[config.mk]
export PLATFORM = sky130hd
export DESIGN_NAME = requant_pipe
export DESIGN_NICKNAME = d
export VERILOG_FILES = /design/src/rtl/requant_pipe.sv
export SDC_FILE = /design/constraint.sdc
export NUM_CORES = 2
export LEC_CHECK = 0
export ABC_AREA = 1
export BUFFER_PORTS_ARGS = -buffer_cell sky130_fd_sc_hd__buf_2
export CORE_UTILIZATION = 50
export DETAILED_ROUTE_END_ITERATION = 16
export PLACE_DENSITY = 0.7
export SETUP_SLACK_MARGIN = 0.3
export SYNTH_ARGS = -nofsm -noshare
export SYNTH_HDL_FRONTEND = slang
export SYNTH_SLANG_ARGS = --single-unit
[constraint.sdc]
create_clock -name clk -period 11.05 [get_ports clk]
set_clock_uncertainty 0.15 [all_clocks]
set_input_delay 1.6575 -clock clk [delete_from_list [all_inputs] [get_ports clk]]
set_output_delay 1.6575 -clock clk [all_outputs]
set_load 0.01 [all_outputs]
[src/rtl/requant_pipe.sv]
`default_nettype none
// ============================================================================
// Module      : requant_pipe
// Description : Four-stage int8-style requantizer for conv1d accumulators:
//               bias add, saturating rounding doubling high multiply,
//               rounding right shift, output offset, activation clamp.
// Revision    : 1.0 - initial release
// ============================================================================
module requant_pipe #(
    parameter int INT32_SIZE = 32,
    parameter int LATENCY    = 4
) (
    input  logic                         clk,
    input  logic                         reset,
    input  logic                         start,
    input  logic signed [INT32_SIZE-1:0] acc,
    input  logic signed [INT32_SIZE-1:0] bias,
    input  logic signed [INT32_SIZE-1:0] output_multiplier,
    input  logic signed [INT32_SIZE-1:0] output_shift,
    input  logic signed [INT32_SIZE-1:0] output_activation_min,
    input  logic signed [INT32_SIZE-1:0] output_activation_max,
    input  logic signed [INT32_SIZE-1:0] output_offset,
    output logic signed [INT32_SIZE-1:0] ret,
    output logic                         ret_valid,
    output logic                         busy
);

    localparam int c_W   = INT32_SIZE;
    localparam int c_PW  = 2 * INT32_SIZE;
    localparam int c_SHW = $clog2(INT32_SIZE);

    localparam logic signed [c_W-1:0]  c_ZERO     = '0;
    localparam logic signed [c_W-1:0]  c_MIN      = {1'b1, {(c_W-1){1'b0}}};
    localparam logic signed [c_W-1:0]  c_MAX      = {1'b0, {(c_W-1){1'b1}}};
    localparam logic signed [c_W-1:0]  c_SHMAX    = c_W - 1;
    localparam logic        [c_W-1:0]  c_ONE_W    = {{(c_W-1){1'b0}}, 1'b1};
    localparam logic signed [c_PW-1:0] c_ONE_P    = {{(c_PW-1){1'b0}}, 1'b1};
    localparam logic signed [c_PW-1:0] c_NUDGE_P  = {{(c_W+1){1'b0}}, 1'b1, {(c_W-2){1'b0}}};
    localparam logic signed [c_PW-1:0] c_NUDGE_N  = c_ONE_P - c_NUDGE_P;
    localparam logic signed [c_PW-1:0] c_TRUNC_ADJ = {{(c_W+1){1'b0}}, {(c_W-1){1'b1}}};

    // ------------------------------------------------------------------
    // Valid shift register; data stages below are captured every cycle
    // and qualified only by these bits.
    // ------------------------------------------------------------------
    logic [LATENCY-1:0] r_vld;

    always_ff @(posedge clk) begin
        if (reset) begin
            r_vld <= '0;
        end else begin
            r_vld <= {r_vld[LATENCY-2:0], start};
        end
    end

    assign ret_valid = r_vld[LATENCY-1];
    assign busy      = |r_vld;

    // ------------------------------------------------------------------
    // S1: bias add and shift split
    // ------------------------------------------------------------------
    logic signed [c_W-1:0]   w_x;
    logic signed [c_W-1:0]   w_neg_shift;
    logic signed [c_W-1:0]   w_y;
    logic        [c_SHW-1:0] w_ls;
    logic        [c_SHW-1:0] w_rs;

    assign w_x         = acc + bias;
    assign w_neg_shift = -output_shift;

    // Range tests use signed compares so that shift = most-negative never
    // goes through the overflowing negation.
    always_comb begin
        w_ls = '0;
        w_rs = '0;
        if (output_shift > c_ZERO) begin
            if (output_shift > c_SHMAX) w_ls = c_SHMAX[c_SHW-1:0];
            else                        w_ls = output_shift[c_SHW-1:0];
        end else begin
            if (output_shift < -c_SHMAX) w_rs = c_SHMAX[c_SHW-1:0];
            else                         w_rs = w_neg_shift[c_SHW-1:0];
        end
    end

    assign w_y = w_x << w_ls;

    logic signed [c_W-1:0]   r_s1_y;
    logic signed [c_W-1:0]   r_s1_mult;
    logic        [c_SHW-1:0] r_s1_rs;
    logic signed [c_W-1:0]   r_s1_off;
    logic signed [c_W-1:0]   r_s1_min;
    logic signed [c_W-1:0]   r_s1_max;

    always_ff @(posedge clk) begin
        r_s1_y    <= w_y;
        r_s1_mult <= output_multiplier;
        r_s1_rs   <= w_rs;
        r_s1_off  <= output_offset;
        r_s1_min  <= output_activation_min;
        r_s1_max  <= output_activation_max;
    end

    // ------------------------------------------------------------------
    // S2: full-width signed product and saturation detect
    // ------------------------------------------------------------------
    logic signed [c_PW-1:0] w_ab;
    logic                   w_sat;

    assign w_ab  = $signed({{c_W{r_s1_y[c_W-1]}}, r_s1_y} *
                           {{c_W{r_s1_mult[c_W-1]}}, r_s1_mult});
    assign w_sat = (r_s1_y == c_MIN) && (r_s1_mult == c_MIN);

    logic signed [c_PW-1:0]  r_s2_ab;
    logic                    r_s2_sat;
    logic        [c_SHW-1:0] r_s2_rs;
    logic signed [c_W-1:0]   r_s2_off;
    logic signed [c_W-1:0]   r_s2_min;
    logic signed [c_W-1:0]   r_s2_max;

    always_ff @(posedge clk) begin
        r_s2_ab  <= w_ab;
        r_s2_sat <= w_sat;
        r_s2_rs  <= r_s1_rs;
        r_s2_off <= r_s1_off;
        r_s2_min <= r_s1_min;
        r_s2_max <= r_s1_max;
    end

    // ------------------------------------------------------------------
    // S3: nudge and divide by 2^31 with truncation toward zero; negative
    // sums are biased by 2^31-1 so the arithmetic shift rounds up.
    // ------------------------------------------------------------------
    logic signed [c_PW-1:0] w_sum;
    logic signed [c_PW-1:0] w_adj;
    logic signed [c_W-1:0]  w_h;

    assign w_sum = r_s2_ab + (r_s2_ab[c_PW-1] ? c_NUDGE_N : c_NUDGE_P);
    assign w_adj = w_sum[c_PW-1] ? (w_sum + c_TRUNC_ADJ) : w_sum;
    assign w_h   = r_s2_sat ? c_MAX : $signed(w_adj[c_PW-2:c_W-1]);

    logic signed [c_W-1:0]   r_s3_h;
    logic        [c_SHW-1:0] r_s3_rs;
    logic signed [c_W-1:0]   r_s3_off;
    logic signed [c_W-1:0]   r_s3_min;
    logic signed [c_W-1:0]   r_s3_max;

    always_ff @(posedge clk) begin
        r_s3_h   <= w_h;
        r_s3_rs  <= r_s2_rs;
        r_s3_off <= r_s2_off;
        r_s3_min <= r_s2_min;
        r_s3_max <= r_s2_max;
    end

    // ------------------------------------------------------------------
    // S4: rounding right shift, offset in c_W+1 bits, clamp max then min
    // ------------------------------------------------------------------
    logic        [c_W-1:0] w_mask;
    logic        [c_W-1:0] w_rem;
    logic        [c_W-1:0] w_thr;
    logic                  w_round;
    logic signed [c_W-1:0] w_z;
    logic signed [c_W:0]   w_o;
    logic signed [c_W:0]   w_min_x;
    logic signed [c_W:0]   w_max_x;
    logic signed [c_W:0]   w_c1;
    logic signed [c_W:0]   w_c2;

    assign w_mask  = (c_ONE_W << r_s3_rs) - c_ONE_W;
    assign w_rem   = r_s3_h & w_mask;
    assign w_thr   = (w_mask >> 1) + {{(c_W-1){1'b0}}, r_s3_h[c_W-1]};
    assign w_round = (w_rem > w_thr);
    assign w_z     = (r_s3_h >>> r_s3_rs) + $signed({{(c_W-1){1'b0}}, w_round});
    assign w_o     = $signed({w_z[c_W-1], w_z} + {r_s3_off[c_W-1], r_s3_off});
    assign w_min_x = $signed({r_s3_min[c_W-1], r_s3_min});
    assign w_max_x = $signed({r_s3_max[c_W-1], r_s3_max});
    assign w_c1    = (w_o > w_max_x) ? w_max_x : w_o;
    assign w_c2    = (w_c1 < w_min_x) ? w_min_x : w_c1;

    always_ff @(posedge clk) begin
        if (reset) begin
            ret <= '0;
        end else if (r_vld[LATENCY-2]) begin
            ret <= w_c2[c_W-1:0];
        end
    end

    // Bits that are provably redundant after truncation and clamping.
    logic w_unused;
    assign w_unused = ^{w_adj[c_PW-1], w_adj[c_W-2:0], w_c2[c_W]};

endmodule
`default_nettype wire
* Yosys cells after proc, flatten, opt, wreduce, memory -nomap -nowiden
Cells that the tools add are included.
W data, S select, Z words.
** Storage, ports and cells
- Bits in registers :: 500
- Input bits :: 227
- Output and inout port bits :: 34
- Logic and storage cells :: 49
** Cells by class
- Add/subtract/negate cells :: 8
- $mul :: 1
- Magnitude comparators :: 6
- Eq/ne operators :: 2
- Shift operators :: 3
- Mux-type cells :: 7
- Bitwise logic cells :: 1
- Reduce and logical (&&, ||, !) cells :: 2
** Operator list (number)
- $add A64 B64 Y64 :: 1
- $eq A32 B32 Y1 const B :: 2
- $mul A32 B32 Y64 :: 1
- $mux W64 :: 1
- $add A63 B32 Y63 const B :: 1
- $mux W63 :: 1
- $add A32 B32 Y33 :: 1
- $gt A33 B32 Y1 :: 1
- $lt A33 B32 Y1 :: 1
- $mux W33 :: 1
- $add A31 B1 Y32 :: 1
- $add A32 B2 Y32 :: 1
- $add A32 B32 Y32 :: 1
- $and A32 B32 Y32 :: 1
- $gt A32 B1 Y1 const B :: 1
- $gt A32 B32 Y1 :: 1
- $gt A32 B6 Y1 const B :: 1
- $lt A32 B6 Y1 const B :: 1
- $mux W32 :: 1
- $shl A1 B5 Y32 const A :: 1
- $shl A32 B5 Y32 :: 1
- $sshr A32 B5 Y32 :: 1
- $sub A32 B1 Y32 const B :: 1
- $mux W5 :: 3
- 3 further kinds :: 3

* Depth between registers and ports, before layout
- Depth after elaboration :: 10
- Gate-level depth with buffers :: 77
- Mapped depth without buffers :: 73

* Least setup slack after synthesis
No wires, ideal clock.
- Path kind :: register to register
- From :: reg r_s3_rs[0]
- To :: reg ret[11]
- Library setup time :: 0.132 ns
- Arrival time :: 9.492 ns
- Data required time :: 10.768 ns
- Slack :: 1.276 ns
- Stages on the path, launching flop included :: 65
- Buffers on the path :: 5
- Period minus slack after synthesis :: 9.774 ns
- Cell sequence :: dfxtp_1 buf_6 buf_6 nor2_4 nand4_2 ha_1 inv_1 ha_1 inv_1 nor3_1 nand3_1 nor3_1 nand2_1 o21ai_1 o21ai_0 ha_1 nand2_1 nor3_1 [... 29 more ...] nand2_2 inv_1 buf_2 clkbuf_1 o21a_1 inv_1 ha_1 a21oi_1 nor2_1 nor3_1 o211ai_1 a21oi_1 nand2_1 nand2_1 clkbuf_1 nand3_1 nand3_1 a21oi_1
** Between the ends
- Cells in the longest elaborated chain, start to end :: 10
- Elaborated cells on any way between the ends :: 12
- Those cells by class :: add/sub: 4; order compare: 3; shift: 2; mux: 2; bitwise: 1
** RTL lines
- start: declaration :: line 142 : logic [c_SHW-1:0] r_s3_rs;
- start signal: assignment :: line 149 : r_s3_rs <= r_s2_rs;
- $shl A1 B5 Y32 :: line 169 : assign w_mask = (c_ONE_W << r_s3_rs) - c_ONE_W;
- $sub A32 B1 Y32 :: line 169
- $add A31 B1 Y32 or $and A32 B32 Y32 (tied branches) :: line 171, 170
- $gt A32 B32 Y1 :: line 172 : assign w_round = (w_rem > w_thr);
- $add A32 B2 Y32 (*) :: line 173 : assign w_z = (r_s3_h >>> r_s3_rs) + $signed({{(c_W-1){1'b0}}, w_round});
- $add A32 B32 Y33 (*) :: line 174 : assign w_o = $signed({w_z[c_W-1], w_z} + {r_s3_off[c_W-1], r_s3_off});
- $gt A33 B32 Y1 :: line 177 : assign w_c1 = (w_o > w_max_x) ? w_max_x : w_o;
- $mux W33 (*) :: line 177
- $lt A33 B32 Y1 :: line 178 : assign w_c2 = (w_c1 < w_min_x) ? w_min_x : w_c1;
- $mux W32 (*) :: line 178
- end signal: assignment :: line 184 : ret <= w_c2[c_W-1:0];
- end: declaration :: line 23 : output logic signed [INT32_SIZE-1:0] ret,
Every way passes the cells marked *; elsewhere a longest branch is shown, timed or not.
A chain may end at the register's enable or synchronous reset.

* Worst setup path in the final report
- From :: reg r_s3_rs[0]
- To :: reg ret[27]
Same word-level chain as after synthesis.

==> metrics.cfg <==
[outcome]
outcome = completed

[synthesis]
syn-num-nets = 10500
ys_seq_area_share_pct = 15.1
ys_ff_latch = 500
syn_area_um2 = 66100
synth_edf_count = 0
async_reset_ff_share_pct = 0
ys.flop_type = dfxtp_1
syn_avg_cell_area_um2 = 7.51
yosys_warnings = 0
synth_cells = 8793
ys_types = 62

[final_layout]
final_cell_mix = nand2_1, inv_1, fa_1
fill_cells = 12400
area_growth_pct = 9.13
seq_area_um2 = 10000
postLayoutCoreUtil_pct = 54.9
nets = 10600
multiInputGateArea_um2 = 47600
final_common_cell = nand2_1
stdcell_count = 10700
drive_gt1_share_pct = 8.61

[detailed_routing]
dr.first_iter.drc_count = 4192
met3WireLength_mm = 14.3
routed_wl_mm = 197
num_vias = 56500
ant_nets = 0
top_layer = met4
drcViolationCount = 0
first_pass_iters = 8
met2_length_mm = 93.8
via_per_inst = 5.28
wl_met1_mm = 80.1
wl_per_cell_um = 18.4

[place]
dp_cells = 10600
gp_congestion = 0.950
dp_slack_ns = -0.0832
dpl.hpwl_mm = 159
io_buffers = 260

[clock_network]
cts_buffers = 56
htree_num_levels = 2
cts_buffer_depth = 3
clock-root-buffer = clkbuf_16
cts.sinks = 500
cts_tree = done
cts.clk_slew.worst_paths_ns = 0.07
clock_latency_ns = 0.69
cts_hold_buf = 0

[timing]
post-route-period-util_pct = 94.0
rsz0062_at_grt = true
setup_viol = 0
hold_ws_ns = 0.126
clock.fmax_mhz = 96.3
period_needed_ns = 10.38
finalWorstSetupSlack_ns = 0.666
finalHoldViolations = 0
worst-slew-pin-transition_ns = 1.43
slew_headroom_pct = 4.70
slew_viol_final = 0

[hold_path]
hp-class = reg -> reg
min_path_cells = 0

[setup_path]
cp_slowest_cell = o21ai_0
cp.required_ns = 11.46
crit_top_cell = nand2_1
critPathLaunchType = register
worstSetupEndpointType = register
critical_path.max_stage_delay_ns = 0.38
cp.arrival_ns = 10.80
rr_worst_depth = 64
critPathKind = reg -> reg
worst-path-max-fanout = 11

[global_route]
grt_pass1_wl_mm = 311
grt_overflow_total = 0
grt_start_max_net_pins = 59
grt_pass1_vias = 58700
antenna_found_initial = 1
track_usage_pct = 29.8

[die]
start_util_pct = 50.3
die_w_um = 366
pin_count = 261
die_y_um = 366
fp-row-count = 133
fp.coreArea_um2 = 131000
die-area_um2 = 134000

[flow_run]
max_cap_violations = 0

through the flow:
step,cell area (um^2),setup TNS (ns)
detailed placement,69100,-1.66
global placement,69100,0
CTS,71100,0
finish,72100,0
global route,72100,0
floorplan,66100,0
logic make-up (layout without fill, tap and decap cells):
logic type / Yosys count / in the layout / synth area share (%)
other: 2 / 4 / 0.0114
xor gates and xnor gates: 197 / 197 / 2.65
adders and majority gates: 1469 / 1469 / 40.1
DFF: 500 / 500 / 15.1
AOI/OAI and AO/OA: 676 / 676 / 5.70
buffers and inverters: 2392 / 2558 / 13.8
muxes: 17 / 17 / 0.258
and+or+nand+nor: 3540 / 3540 / 22.4
synthesized netlist by cell type, drive strengths merged (2+ instances only):
| master | number | area share, % |
|---|---|---|
| inv | 2039 | 12 |
| nor4b | 2 | 0.027 |
| and2 | 2 | 0.019 |
| a31oi | 24 | 0.23 |
| o21bai | 18 | 0.20 |
| a21boi | 7 | 0.080 |
| nand2 | 2309 | 13 |
| o22ai | 2 | 0.028 |
| o21a | 21 | 0.24 |
| a211oi | 6 | 0.068 |
| o2111ai | 3 | 0.040 |
| nand3b | 26 | 0.32 |
| o221ai | 5 | 0.066 |
| buf | 51 | 0.45 |
| o211ai | 26 | 0.30 |
| nand4 | 98 | 0.98 |
| o31ai | 4 | 0.045 |
| or2 | 57 | 0.54 |
| nor3 | 62 | 0.53 |
| dfxtp | 500 | 15 |
| xor2 | 124 | 1.7 |
| clkinv | 2 | 0.011 |
| fa | 1084 | 33 |
| mux2i | 17 | 0.26 |
| and3 | 2 | 0.019 |
| nor2 | 499 | 3.0 |
| xnor2 | 73 | 0.97 |
| nor4 | 23 | 0.22 |
| o21ai | 248 | 1.9 |
| nand3 | 459 | 3.5 |
| a21o | 20 | 0.23 |
| conb | 2 | 0.011 |
| clkbuf | 300 | 1.7 |
| a21oi | 288 | 2.2 |
| ha | 385 | 7.3 |
critical path: cells and delay by family (launching register included):
kind | cells | cell delay [ns]
buffers and inverters | 11 | 1.52
DFF | 1 | 0.37
muxes | 1 | 0.29
AOI/OAI and AO/OA | 13 | 2.23
xor gates and xnor gates | 3 | 0.46
and+or+nand+nor | 30 | 3.76
adders and majority gates | 6 | 1.50
repair_timing:
item,CTS,global route
setup endpoints to repair,32,32
pin swaps,0,29
setup buffers,0,26
gates cloned,0,7
gates resized for setup,10,168
layer usage:
metal | global-route usage, % | vias up
li1 | - | 26400
met1 | 37.7 | 27400
met2 | 50.8 | 2213
met3 | 4.43 | 514
met4 | 11.9 | 0
met5 | 0 | -
final cells by class:
| type | count | share of cell area [%] |
|---|---|---|
| sequential | 500 | 13.9 |
| clock inverter | 33 | 0.630 |
| multi-input combinational | 5901 | 66.0 |
| antenna | 2 | 0.00694 |
| tap | 1755 | 3.05 |
| timing repair buffer | 413 | 3.64 |
| clock buffer | 71 | 2.15 |
| inverter | 2041 | 10.6 |
sequential cells by signal, indices dropped and copies added, names as in the netlist, 32 cells and up:
name / count
ret: 32
r_s3_min: 32
r_s2_max: 32
r_s1_min: 32
r_s1_y: 32
r_s3_max: 32
r_s2_ab: 64
r_s2_off: 32
r_s3_h: 32
r_s3_off: 32
r_s1_off: 32
r_s1_mult: 32
r_s2_min: 32
r_s1_max: 32
final timing paths:
kind	endpoint	startpoint	slack [ns]
worst max-delay path	ret[27]$_SDFFE_PP0P_	r_s3_rs[0]$_DFF_P_	0.67
worst max register to register	ret[27]$_SDFFE_PP0P_	r_s3_rs[0]$_DFF_P_	0.67
worst min-delay path	r_s3_min[0]$_DFF_P_	r_s2_min[0]$_DFF_P_	0.13
worst min register to register	r_s3_min[0]$_DFF_P_	r_s2_min[0]$_DFF_P_	0.13
Power is left out: the tool's default activity adds up to more than one toggle a clock period on the data nets, which glitch-free logic cannot reach.
